<file path="src/rtl/alu_pkg.sv">
// Shared definitions for clients of the combinational ALU: select encodings,
// the issue FSM state type, the divide-by-zero result and settle latencies.
package alu_pkg;

  localparam logic [2:0] SEL_ADD  = 3'b000;
  localparam logic [2:0] SEL_SUB  = 3'b001;
  localparam logic [2:0] SEL_MULT = 3'b010;
  localparam logic [2:0] SEL_DIV  = 3'b011;
  localparam logic [2:0] SEL_OR   = 3'b100;
  localparam logic [2:0] SEL_AND  = 3'b101;
  localparam logic [2:0] SEL_SLT  = 3'b110;
  localparam logic [2:0] SEL_SLL  = 3'b111;

  typedef enum logic [1:0] {
    IDLE   = 2'd0,
    SETTLE = 2'd1,
    RESP   = 2'd2
  } state_t;

  // Wide enough for any WIDTH up to 64; clients slice the low bits.
  localparam logic [63:0] DIV_ZERO_RESULT = '1;

  function automatic int unsigned op_latency(
    input logic [2:0]  sel,
    input int unsigned lat_base,
    input int unsigned lat_mul,
    input int unsigned lat_div
  );
    case (sel)
      SEL_MULT: op_latency = lat_mul;
      SEL_DIV:  op_latency = lat_div;
      default:  op_latency = lat_base;
    endcase
  endfunction

endpackage

</file>
<file path="src/rtl/alu_issue_ctrl.sv">
// Issues one request at a time onto the ALU ports, waits the per-operation
// settle latency, then holds the captured result until downstream takes it.
module alu_issue_ctrl
  import alu_pkg::*;
#(
  parameter int unsigned WIDTH    = 32,
  parameter int unsigned LAT_BASE = 1,
  parameter int unsigned LAT_MUL  = 2,
  parameter int unsigned LAT_DIV  = 4
) (
  input  logic             clk,
  input  logic             rst_n,
  input  logic             Req_Valid,
  output logic             Req_Ready,
  input  logic [WIDTH-1:0] Req_Op1,
  input  logic [WIDTH-1:0] Req_Op2,
  input  logic [2:0]       Req_Sel,
  output logic [WIDTH-1:0] Alu_Op1,
  output logic [WIDTH-1:0] Alu_Op2,
  output logic [2:0]       Alu_S_Op,
  input  logic [WIDTH-1:0] Alu_R_Op,
  input  logic             Alu_ZF,
  output logic             Rsp_Valid,
  input  logic             Rsp_Ready,
  output logic [WIDTH-1:0] Rsp_Data,
  output logic             Rsp_ZF,
  output logic             Rsp_DivZero,
  output logic             Busy
);

  localparam int unsigned LAT_MAX_BM = (LAT_BASE > LAT_MUL) ? LAT_BASE : LAT_MUL;
  localparam int unsigned LAT_MAX    = (LAT_MAX_BM > LAT_DIV) ? LAT_MAX_BM : LAT_DIV;
  localparam int unsigned CNT_W      = (LAT_MAX > 1) ? $clog2(LAT_MAX) : 1;

  state_t           state_reg, state_next;
  logic [CNT_W-1:0] cnt_reg;
  logic             div_zero_reg;
  logic             accept;
  logic             req_div_zero;
  logic             settle_done;

  assign accept       = Req_Valid && Req_Ready;
  assign req_div_zero = (Req_Sel == SEL_DIV) && (Req_Op2 == '0);
  assign settle_done  = (state_reg == SETTLE) && (cnt_reg == '0);

  always_ff @(posedge clk) begin
    if (!rst_n) state_reg <= IDLE;
    else        state_reg <= state_next;
  end

  // A divide by zero still passes through SETTLE for one cycle so that every
  // operation, suppressed or not, answers no earlier than one cycle after accept.
  always_comb begin
    state_next = state_reg;
    case (state_reg)
      IDLE:    if (accept) state_next = SETTLE;
      SETTLE:  if (cnt_reg == '0) state_next = RESP;
      RESP: begin
        if (accept)         state_next = SETTLE;
        else if (Rsp_Ready) state_next = IDLE;
      end
      default: state_next = IDLE;
    endcase
  end

  always_comb begin
    Req_Ready = rst_n && ((state_reg == IDLE) || ((state_reg == RESP) && Rsp_Ready));
    Rsp_Valid = (state_reg == RESP);
    Busy      = (state_reg != IDLE);
  end

  always_ff @(posedge clk) begin
    if (!rst_n) begin
      Alu_Op1      <= '0;
      Alu_Op2      <= '0;
      Alu_S_Op     <= SEL_ADD;
      cnt_reg      <= '0;
      div_zero_reg <= 1'b0;
      Rsp_Data     <= '0;
      Rsp_ZF       <= 1'b0;
      Rsp_DivZero  <= 1'b0;
    end else begin
      if (accept) begin
        div_zero_reg <= req_div_zero;
        if (req_div_zero) begin
          cnt_reg <= '0;
        end else begin
          Alu_Op1  <= Req_Op1;
          Alu_Op2  <= Req_Op2;
          Alu_S_Op <= Req_Sel;
          cnt_reg  <= CNT_W'(op_latency(Req_Sel, LAT_BASE, LAT_MUL, LAT_DIV) - 1);
        end
      end else if ((state_reg == SETTLE) && (cnt_reg != '0)) begin
        cnt_reg <= cnt_reg - 1'b1;
      end

      if (settle_done) begin
        if (div_zero_reg) begin
          Rsp_Data    <= DIV_ZERO_RESULT[WIDTH-1:0];
          Rsp_ZF      <= 1'b0;
          Rsp_DivZero <= 1'b1;
        end else begin
          Rsp_Data    <= Alu_R_Op;
          Rsp_ZF      <= Alu_ZF;
          Rsp_DivZero <= 1'b0;
        end
      end
    end
  end

endmodule
</file>
<file path="config.mk">
export PLATFORM = sky130hd
export DESIGN_NAME = alu_issue_ctrl
export DESIGN_NICKNAME = d
export VERILOG_FILES = /design/src/rtl/alu_pkg.sv /design/src/rtl/alu_issue_ctrl.sv
export SDC_FILE = /design/constraint.sdc
export NUM_CORES = 1
export LEC_CHECK = 0
export CORE_MARGIN = 2
export CORE_UTILIZATION = 45
export CTS_BUF_LIST = sky130_fd_sc_hd__clkbuf_8
export DETAILED_ROUTE_END_ITERATION = 8
export PLACE_DENSITY = 0.81
export SLEW_MARGIN = 20
export SYNTH_ARGS = -nofsm -noshare
export SYNTH_HDL_FRONTEND = slang
export SYNTH_SLANG_ARGS = --single-unit
</file>
<file path="constraint.sdc">
create_clock -name clk -period 2.1 [get_ports clk]
set_clock_uncertainty 0.1 [all_clocks]
set_input_delay 0.21 -clock clk [delete_from_list [all_inputs] [get_ports clk]]
set_output_delay 0.21 -clock clk [all_outputs]
set_load 0.005 [all_outputs]
</file>
==> results by group <==
Floorplanning
  • Die Y: 115 µm
  • Site Rows: 40
  • Core area: 12000 µm²
  • Starting Density: 46.1%
  • Die area: 13200 µm²
  • Top Ports: 208
  • Die X: 115 µm

Synth
  • Syn Inst Count: 659
  • Most frequent cell after synthesis: dfxtp_1
  • Synthesized flop and latch total: 106
  • Fraction of registers with async set/reset: 0%
  • Synth top cells by count: 106 x dfxtp_1, 67 x nand3_1, 47 x clkbuf_1
  • Share of Yosys cell area claimed by the top area cell type: 38.3%
  • Syn Nets: 764
  • Synth area leader: dfxtp_1
  • Count of cell types in the netlist: 41
  • Post-synth EDFFs: 0
  • Syn Area/Cell: 8.40 µm²
  • Post-synthesis sequential area ratio: 38.3%
  • Mapped Area: 5540 µm²
  • Total number of yosys warnings: 0
  • Ys flop type: dfxtp_1
  • Top post-synthesis cells by area: dfxtp_1 38%, mux2_1 6.7%, nand3_1 6.1%

Route
  • WL/cell: 16.6 µm
  • Post-DRT Antenna Nets: 0
  • Via count: 5759
  • Drc violations: 0
  • Routed wire length: 16.4 mm
  • Starting DRT DRC Count: 532
  • DRT Pass-1 Iters: 5
  • Vias/cell: 5.82

Clocking
  • Clk slew on worst S/H paths: 110 ps
  • CTS root buffer: clkbuf_8
  • H-tree levels: 3
  • Clk buf depth: 2
  • Post-CTS setup buffers: 0
  • Num CTS Buffers: 9
  • CTS tree: built
  • Clk Latency, worst-skew pair: 380 ps
  • Clock Sinks: 106

Global route
  • First-pass GRT wire length: 26.1 mm
  • GR Overflow Total: 0
  • Initial antenna violation count: 0
  • Largest net degree at the start of global routing: 97
  • Tot GR Track Use: 24.2%
  • Vias in the first global route: 5452

Setup path
  • WP data required: 2320 ps
  • CP arrival: 2230 ps
  • Worst setup EP type: register
  • Crit path kind: in2reg
  • CP Launch Type: input port
  • Critical Path Fanout Max: 54

Placed design
  • DP Area: 7850 µm²
  • Gpl congestion: 0.796
  • Port bufs: 207
  • HPWL Detailed: 11.3 mm
  • Dpl ws: -352 ps
  • DP Cell Count: 974

STA
  • Crit path time final: 2010 ps
  • Tcrit/Tclk final: 95.5%
  • Hold slack: 49.9 ps
  • FMAX: 0.499 GHz
  • Setup tns final: 0 ps
  • RSZ-0062 raised after global routing: no
  • Post-route setup slack: 94.7 ps
  • Max-slew violations: 0
  • Least-Margin Pin Slew: 739 ps
  • Relative slew slack: 50.8%
  • Final hold vios: 0
  • Endpoints failing setup: 0

Layout
  • Nets: 943
  • Share of layout cells above drive strength 1: 7.47%
  • Non-Filler Instances: 990
  • Area grow syn2layout: 45.5%
  • Ant. Diodes: 0
  • Top Registers: Alu_Op1 x32, Alu_Op2 x32, Rsp_Data x32
  • Filler cells: 1005
  • Fin area: 8060 µm²

Pwr
  • Net switching fraction of the power: 29.2%
  • Comb pwr share: 26.2%
  • Switching pwr: 1.42 mW
  • Lkg Pwr: 2.94 nW
  • Worst IR Drop VDD: 393 µV
  • Pint: 3.45 mW
  • Power density over the cells: 605 nW/µm²
  • Clock power frac: 26.1%
  • Sequential share of power: 47.7%

Job
  • Max-Cap Viols: 0

Outcome
  • Status: finished, final reports clean

Min path
  • Worst min path class: in2reg
cells in the final DEF (no fill, tap or decap), types with 2 or more instances in the layout:
cell type / netlist / final
nor4_2: 2 / 3
a211oi_1: 2 / 2
buf_4: 0 / 29
inv_1: 35 / 35
a31o_1: 32 / 32
nand2_1: 35 / 35
o2111ai_1: 32 / 32
nand3_1: 67 / 67
mux2_1: 33 / 33
nor3_1: 32 / 32
and3_1: 2 / 2
nand3b_1: 3 / 3
a21boi_0: 2 / 2
nor3b_1: 35 / 35
buf_12: 0 / 9
clkbuf_8: 0 / 10
o21a_1: 3 / 3
inv_8: 0 / 3
nand4_1: 2 / 2
nor2_1: 36 / 36
o21ai_1: 33 / 33
clkdlybuf4s50_1: 0 / 205
dfxtp_1: 106 / 106
or4_1: 32 / 32
nand2b_1: 2 / 2
a21o_1: 2 / 2
o211ai_1: 33 / 33
nor4_1: 6 / 5
per-layer routing:
metal | up-vias | part of all wire, % | GRT usage (%)
li1 | 2804 | - | -
met1 | 2732 | 42 | 29.8
met2 | 196 | 48 | 41.3
met3 | 27 | 7.3 | 5.80
met4 | 0 | 2.1 | 8.67
met5 | - | 0 | 0
power groups by stage:
stage               logic [mW]  registers [mW]  clock network, mW
floorplan                0.514            2.37                  0
global placement          1.24            2.36                  0
detailed placement        1.28            2.37                  0
CTS                       1.29            2.32               1.31
global route              1.39            2.35               1.40
finish                    1.28            2.32               1.27
repair_timing:
action / in CTS / in global routing
endpoints found under the setup margin: 0 / 67
hold buffers: 0 / 0
resized for setup: 0 / 2
endpoints found under the hold margin: 0 / 0
worst max-delay path, stage by stage:
cell,delay (ps)
clkdlybuf4s50_1,440
nor4_2,330
buf_4,160
nand4_1,180
buf_12,260
or4_1,520
nand3_1,100
final cells by class:
type	count	area (µm²)	area share, %
clock buffer	10	138	1.71
clock inverter	6	55.1	0.683
inverter	35	131	1.63
multi-input combinational	441	2950	36.6
sequential	106	2120	26.3
tap	147	184	2.28
timing repair buffer	245	2470	30.7
worst paths after layout:
kind | slack, ps | cells after the start | endpoint | start
worst max register to register | 250 | 5 | Alu_Op2[25] | state_reg[0]
worst min-delay path | 50 | 2 | state_reg[0] | rst_n
worst max-delay path | 90 | 7 | Alu_Op1[10] | Req_Op2[10]
worst min register to register | 370 | 2 | Rsp_DivZero | Rsp_DivZero
cells by family (layout without fill, tap and decap cells):
kind of cell / after synthesis / in the layout / share of synthesized area [%]
multiplexers: 33 / 33 / 6.71
AND/OR/NAND/NOR: 264 / 264 / 26.8
AO/OA/AOI/OAI: 142 / 142 / 19.2
flip-flops: 106 / 106 / 38.3
XOR/XNOR: 1 / 1 / 0.158
buffers and inverters: 112 / 296 / 8.54
adder cells (fa/ha/maj): 1 / 1 / 0.226
metrics by stage:
stage	power, mW	util [%]
2_1_floorplan	2.88	-
3_5_place_dp	3.65	65.4
6_report	4.87	67.1
3_3_place_gp	3.59	65.4
4_1_cts	4.92	67.0
5_1_grt	5.13	67.1
No activity file was read; power rests on OpenSTA's default activity.
